==> src/rtl/eros_ram_bank_arbiter.sv <==
// Round-robin arbiter giving NMASTER bus masters single-cycle access to one RAM bank.
// Grant is combinational (OBI style); the response follows one cycle later.
module eros_ram_bank_arbiter #(
    parameter int unsigned NMASTER    = 7,
    parameter logic [31:0] BANK_START = 32'h19020000,
    parameter logic [31:0] BANK_SIZE  = 32'h00008000,
    localparam int unsigned AW        = $clog2(BANK_SIZE) - 2
) (
    input  logic                  clk_i,
    input  logic                  rst_i,
    input  logic [NMASTER-1:0]    req_i,
    input  logic [NMASTER-1:0]    we_i,
    input  logic [NMASTER*4-1:0]  be_i,
    input  logic [NMASTER*32-1:0] addr_i,
    input  logic [NMASTER*32-1:0] wdata_i,
    output logic [NMASTER-1:0]    gnt_o,
    output logic [NMASTER-1:0]    rvalid_o,
    output logic [NMASTER-1:0]    err_o,
    output logic [31:0]           rdata_o,
    output logic                  ram_req_o,
    output logic                  ram_we_o,
    output logic [3:0]            ram_be_o,
    output logic [AW-1:0]         ram_addr_o,
    output logic [31:0]           ram_wdata_o,
    input  logic [31:0]           ram_rdata_i
);

    localparam int unsigned IW = (NMASTER > 1) ? $clog2(NMASTER) : 1;

    logic [IW-1:0] last_q;
    logic [IW-1:0] gnt_idx;
    logic          gnt_any;

    logic [31:0]   sel_addr;
    logic [31:0]   sel_wdata;
    logic [3:0]    sel_be;
    logic          sel_we;
    logic [31:0]   offset;
    logic          in_range;

    logic          rsp_valid_q;
    logic [IW-1:0] rsp_idx_q;
    logic          rsp_we_q;
    logic          rsp_err_q;

    // Search starts just past the last winner, wrapping at NMASTER.
    always_comb begin : rr_search
        int unsigned   cand;
        logic [IW-1:0] cand_idx;
        cand     = 0;
        cand_idx = '0;
        gnt_any  = 1'b0;
        gnt_idx  = '0;
        for (int unsigned i = 1; i <= NMASTER; i++) begin
            cand = 32'(last_q) + i;
            if (cand >= NMASTER) begin
                cand = cand - NMASTER;
            end
            cand_idx = IW'(cand);
            if (!gnt_any && req_i[cand_idx]) begin
                gnt_any = 1'b1;
                gnt_idx = cand_idx;
            end
        end
        if (rst_i) begin
            gnt_any = 1'b0;
        end
    end

    always_comb begin
        sel_addr  = addr_i[gnt_idx*32 +: 32];
        sel_wdata = wdata_i[gnt_idx*32 +: 32];
        sel_be    = be_i[gnt_idx*4 +: 4];
        sel_we    = we_i[gnt_idx];
        offset    = sel_addr - BANK_START;
        in_range  = (sel_addr >= BANK_START) && (offset < BANK_SIZE);
    end

    always_comb begin
        gnt_o       = '0;
        ram_req_o   = 1'b0;
        ram_we_o    = 1'b0;
        ram_be_o    = 4'h0;
        ram_addr_o  = '0;
        ram_wdata_o = 32'h0;
        if (gnt_any) begin
            gnt_o[gnt_idx] = 1'b1;
            if (in_range) begin
                ram_req_o   = 1'b1;
                ram_we_o    = sel_we;
                ram_be_o    = sel_be;
                ram_addr_o  = offset[AW+1:2];
                ram_wdata_o = sel_wdata;
            end
        end
    end

    always_ff @(posedge clk_i) begin
        if (rst_i) begin
            last_q      <= IW'(NMASTER - 1);
            rsp_valid_q <= 1'b0;
            rsp_idx_q   <= '0;
            rsp_we_q    <= 1'b0;
            rsp_err_q   <= 1'b0;
        end else begin
            if (gnt_any) begin
                last_q <= gnt_idx;
            end
            rsp_valid_q <= gnt_any;
            rsp_idx_q   <= gnt_idx;
            rsp_we_q    <= sel_we;
            rsp_err_q   <= !in_range;
        end
    end

    // Reset also masks the response combinationally so it drops in the same cycle.
    always_comb begin
        rvalid_o = '0;
        err_o    = '0;
        rdata_o  = 32'h0;
        if (rsp_valid_q && !rst_i) begin
            rvalid_o[rsp_idx_q] = 1'b1;
            err_o[rsp_idx_q]    = rsp_err_q;
            if (rsp_err_q) begin
                rdata_o = 32'hBADACCE5;
            end else if (!rsp_we_q) begin
                rdata_o = ram_rdata_i;
            end
        end
    end

endmodule

==> config.mk <==
export PLATFORM = sky130hd
export DESIGN_NAME = eros_ram_bank_arbiter
export DESIGN_NICKNAME = d
export VERILOG_FILES = /design/src/rtl/eros_ram_bank_arbiter.sv
export SDC_FILE = /design/constraint.sdc
export NUM_CORES = 1
export LEC_CHECK = 0
export ABC_CLOCK_PERIOD_IN_PS = 10000
export BUFFER_PORTS_ARGS = -buffer_cell sky130_fd_sc_hd__buf_2
export CORE_AREA = 2 2 247 249
export DETAILED_ROUTE_END_ITERATION = 7
export DIE_AREA = 0 0 249 251
export PLACE_DENSITY = 0.42
export SLEW_MARGIN = 20
export SYNTH_ARGS = -nofsm -noshare
export SYNTH_HDL_FRONTEND = slang
export SYNTH_SLANG_ARGS = --single-unit
export TNS_END_PERCENT = 10
==> constraint.sdc <==
create_clock -name clk_i -period 10 [get_ports clk_i]
set_input_delay 1 -clock clk_i [delete_from_list [all_inputs] [get_ports clk_i]]
set_output_delay 1 -clock clk_i [all_outputs]
set_load 0.005 [all_outputs]
# Word-level counts from Yosys, hierarchy flattened
# Index checks and enable logic that the tools add are counted.
[op_classes]
n_addsub = 15
order_cmp = 20
n_shift = 3
mux = 58
bitwise_logic = 1
reduce_logical = 18
[ops]
columns = ["operator", "n"]
rows = [
  ["224-bit by 9-bit indexed part select with 32-bit output", 2],
  ["32-bit 2-to-1 mux", 5],
  ["3-bit 2-to-1 mux", 14],
  ["3-bit by 4-bit < comparator with 1-bit output (second input constant)", 9],
  ["32-bit by 29-bit greater-or-equal comparator with 1-bit output (second input constant)", 1],
  ["32-bit by 16-bit < comparator with 1-bit output (second input constant)", 1],
  ["32-bit by 29-bit subtractor with 32-bit output (second input constant)", 1],
  ["4-bit by 3-bit greater-or-equal comparator with 1-bit output (second input constant)", 7],
  ["28-bit by 6-bit indexed part select with 4-bit output", 1],
  ["13-bit 2-to-1 mux", 2],
  ["1-bit binary-select mux with 3-bit select", 8],
  ["1-bit 2-to-1 mux", 22],
  ["7-bit 2-to-1 mux", 3],
  ["3-bit subtractor (second input constant)", 7],
  ["3-bit by 3-bit adder with 4-bit output (second input constant)", 4],
  ["1-bit logical AND", 10],
  ["3-bit by 2-bit adder with 4-bit output (second input constant)", 2],
  ["1-bit zero test", 8],
  ["4-bit 2-to-1 mux", 2],
  ["7-bit bitwise AND", 1],
  ["1-bit demux with 3-bit select", 2],
  ["3-bit by 1-bit greater-or-equal comparator with 1-bit output (second input constant)", 2],
  ["3-bit by 1-bit adder with 4-bit output (second input constant)", 1],
]
[totals]
ff_bits = 9
inputBits = 524
output_inout_bits = 104

# Longest topological paths before layout
[logic_depth]
depth_word = 30
ltp_mapped = 29
ltp_nobuf = 21

# Worst setup path after synthesis
# Ideal clock, no wire load.
[synth_timing]
path_type = "register to output"
from = "reg last_q[1]"
to = "out ram_addr_o[10]"
arrival_ns = 6.277
slack_ns = 2.723
stages_incl_launch_ff = 25
path_cell_list = "dfxtp_1 > clkbuf_1 > clkbuf_1 > inv_1 > ha_1 > clkbuf_1 > a2111oi_1 > o32ai_1 > a221o_1 > or4_1 > or4_4 > a31oi_4 > buf_2 > o21ai_0 > a31oi_1 > a21oi_1 > ha_1 > o31ai_1 > a31oi_1 > and4_1 > o2111ai_1 > or4_1 > buf_2 > buf_6 > nor4_2"
[synth_between]
elab_chain_cells = 30
elab_cells_between_ends = 76
classes_between = "add/sub: 15; order compare: 9; shift: 1; mux: 38; reduce/logical: 13"
[synth_rtl]
columns = ["element", "line", "source"]
rows = [
  ["from (decl)", "30", "logic [IW-1:0] last_q;"],
  ["from (signal assigned)", "100", "last_q <= IW'(NMASTER - 1);"],
  ["from (signal assigned)", "107", "last_q <= gnt_idx;"],
  ["3-bit by 1-bit adder with 4-bit output", "55", "cand = 32'(last_q) + i;"],
  ["4-bit by 3-bit greater-or-equal comparator with 1-bit output or 3-bit subtractor (tied branches)", "56, 57", ""],
  ["3-bit 2-to-1 mux", "56", "if (cand >= NMASTER) begin"],
  ["1-bit binary-select mux with 3-bit select", "60", "if (!gnt_any && req_i[cand_idx]) begin"],
  ["1-bit 2-to-1 mux (not written as such)", "60", ""],
  ["1-bit 2-to-1 mux", "60", ""],
  ["1-bit zero test", "60", ""],
  ["1-bit logical AND", "60", ""],
  ["(+14 left out)", "n/a", ""],
  ["1-bit logical AND", "60", ""],
  ["3-bit 2-to-1 mux", "60", ""],
  ["224-bit by 9-bit indexed part select with 32-bit output", "71", "sel_addr = addr_i[gnt_idx*32 +: 32];"],
  ["32-bit by 29-bit subtractor with 32-bit output", "75", "offset = sel_addr - BANK_START;"],
  ["32-bit by 16-bit < comparator with 1-bit output", "76", "in_range = (sel_addr >= BANK_START) && (offset < BANK_SIZE);"],
  ["1-bit logical AND", "76", ""],
  ["13-bit 2-to-1 mux", "88", "if (in_range) begin"],
  ["13-bit 2-to-1 mux *", "86", "if (gnt_any) begin"],
  ["to (decl)", "23", "output logic [AW-1:0] ram_addr_o,"],
]
# Mark *: on every way between the ends. The rest lies on a longest branch, timed or not. The select of a mux whose other input is x is not followed.

# Final worst setup path
[layout_timing]
from = "reg last_q[0]"
to = "out ram_addr_o[11]"
# The elaborated chain is that of the path after synthesis.

==> run summary <==
Status - completed
Layout cells sized above 1 - 0.378
Vias per Instance - 4.73
RSZ-0062 raised after global routing - no
Slew margin rel. - 0.389
Synth Area per Inst - 5.57 um2
Worst reg2reg path depth - 18
Routability congestion estimate - 0.909
HP Class - reg2reg
Die W - 249 um
Hpwl dp - 42.3 mm
Vias in the first global route - 12100
Clk sink count - 9
Slew @ Worst Pin - 0.910 ns
GR Util met2 - 0.283
CP startpoint - last_q[0]
Post-synth EDFFs - 0
Met1 GRT Util - 0.202
Num rows - 90
Pins over their slew limit - 0
Clk Latency, worst-skew pair - 0.24 ns
Setup violations, final - 0
Post-DRT Antenna Nets - 0
Fin Setup TNS - 0 ns
Register area - 180 um2
Worst endpoint data arrival time - 8.15 ns
Flop2flop setup slack - 2.42 ns
Clk slew on worst S/H paths - 0.04 ns
Largest stage delay, worst path - 0.72 ns
FF-to-FF End - rsp_err_q
Most used standard cell by instance count after synthesis - nand2_1
CP top delay family - simple AND/OR/NAND/NOR gates
Yosys warning total - 0
Synthesized area - 7460 um2
Crit start category - flop
Yosys top cell by area - nand2_1
Vias after detailed routing - 12500
Drc violations - 0
Max Cap Violations - 0
Crit path cell chain - inv_1 -> ha_1 -> buf_4 -> a2111oi_0 -> o31ai_1 -> o21a_1 -> or4_1 -> or4_4 -> a31oi_4 -> o21ai_0 -> a31oi_1 -> a21oi_1 -> ha_1 -> o31ai_1 -> a31oi_1 -> and4_1 -> o2111ai_1 -> or4_2 -> buf_4 -> nor4_2 -> buf_2
Global-route wire length before repair - 76.5 mm
Clock Path Buffers - 2
Bufs and invs on worst path - 4
Top_reg_cell synth - dfxtp_1
Top-area cell type share of the netlist area - 0.147
CP max stage cell - or4_2
Period utilization - 0.915
Commonest cells in the netlist - 292 x nand2_1, 161 x nor2_1, 107 x a21oi_1
Total wire length - 52.9 mm
Die height - 251 um
Final Hold Fails - 0
Worst hold start - last_q[2]
Crit path kind - reg2out
Hold Path Sink - last_q[2]
Area of the die - 62500 um2
Seq/Total Area, Yosys - 0.0242
Crit path required time - 9.00 ns
Hold depth - 2
Fmax - 0.109 GHz
FF+latch count, synth - 9
Top Ports - 628
GR peak layer - met2
Initial DRC count - 929
Post-CTS Setup Bufs - 0
CTS Buf Count - 3
Area contributors post-synth - nand2_1 15%, nor2_1 8.1%, a21oi_1 7.2%
Post-Syn Nets - 1875
M3 GR Usage - 0.0196
CP Max Fanout - 47
CTS tree - built
Post-cts resize count - 0
GRT Total Usage - 0.157
Total global routing overflow - 0
Final Skew - 0.00711 ns
CORE AREA - 59800 um2
Initial core utilization - 0.125
Drt first pass iters - 5
H-Tree Depth - 1
Tmin final - 9.15 ns
CTS root buffer - clkbuf_16
Fin area - 11300 um2
Initial antenna violation count - 9
Layout fillers - 7048
Asr flop ratio synth - 0
Worst Setup End Kind - output pin
Cell Area, Placed - 11300 um2
Netlist cell types - 89
Final #Nets - 2389
Area of the multi-input gates - 6700 um2
Post-CTS Hold Fix Bufs - 0
Syn Inst Count - 1339
Area Overhead vs Synth - 52.1%
Worst flop-to-flop path startpoint - last_q[0]
WL/cell - 20.1 um
IO buf count - 613
Largest net degree at the start of global routing - 77
logic make-up (layout without fill, tap and decap cells):
| logic type | after synthesis | count (layout) | synth area share |
|---|---|---|---|
| adders and majority gates | 13 | 13 | 0.0226 |
| xor gates and xnor gates | 10 | 10 | 0.0117 |
| and+or+nand+nor | 710 | 710 | 0.438 |
| DFF | 9 | 9 | 0.0242 |
| buffers and inverters | 159 | 672 | 0.0879 |
| AOI/OAI and AO/OA | 399 | 399 | 0.360 |
| muxes | 39 | 39 | 0.0559 |
| other | 0 | 1 | 0 |
worst min-delay path: stages, from the launching register on:
cell     delay [ns]
dfxtp_1        0.38
a21oi_1        0.16
nand2_1        0.06
through the flow:
step | instances | hold slack, ns | utilization | setup slack [ns]
5_1_grt | 2634 | 0.700 | 0.190 | 0.387
3_3_place_gp | 2630 | 0.633 | 0.188 | 1.31
3_5_place_dp | 2630 | 0.650 | 0.188 | 1.23
4_1_cts | 2634 | 0.657 | 0.190 | 0.954
2_1_floorplan | 1339 | 0.567 | - | 2.72
6_report | 2635 | 0.650 | 0.190 | 0.854
layout make-up:
cell class,instances,share of cell area
multi-input combinational,1171,0.590
timing repair buffer,647,0.294
tap,782,0.0862
sequential,9,0.0159
clock buffer,4,0.00695
inverter,21,0.00695
antenna,1,0.000220
worst max path at each step:
stage / end / slack [ns] / cells after the start
after CTS: ram_addr_o[11] / 0.95 / 21
after detailed placement: ram_addr_o[11] / 1.23 / 21
after floorplan: ram_addr_o[10] / 2.72 / 24
after global routing: ram_addr_o[11] / 0.39 / 21
final: ram_addr_o[11] / 0.85 / 21
after global placement: ram_addr_o[11] / 1.31 / 22
layer usage:
metal  vias up  wire [um]
met5         -         52
met4         8        818
met3        56       3280
met2       585      26100
met1      5901      22600
li1       5910          -
state kept, by name, summed over array words and instances, names as in the netlist:
signal	flops
rsp_idx_q	3
last_q	3
rsp_we_q	1
rsp_err_q	1
rsp_valid_q	1
placed cells by master, fill, tap and decap left out, drive strengths merged, types with 6 or more instances in the layout:
master / instances
mux2: 8
o2111ai: 37
and3: 6
or4: 7
ha: 11
or3: 9
nand3: 83
a211oi: 16
and2: 23
a31oi: 65
nor3: 57
o22ai: 9
nor2: 162
a311oi: 8
a221oi: 6
nor2b: 11
buf: 647
nand3b: 6
inv: 19
nand2b: 11
o211ai: 6
a2111oi: 8
a21oi: 107
mux2i: 30
dfxtp: 9
nor4: 18
nand2: 293
xnor2: 6
o21ai: 66
Power is left out: the tool's default activity adds up to more than one toggle a clock period on the data nets, which glitch-free logic cannot reach.
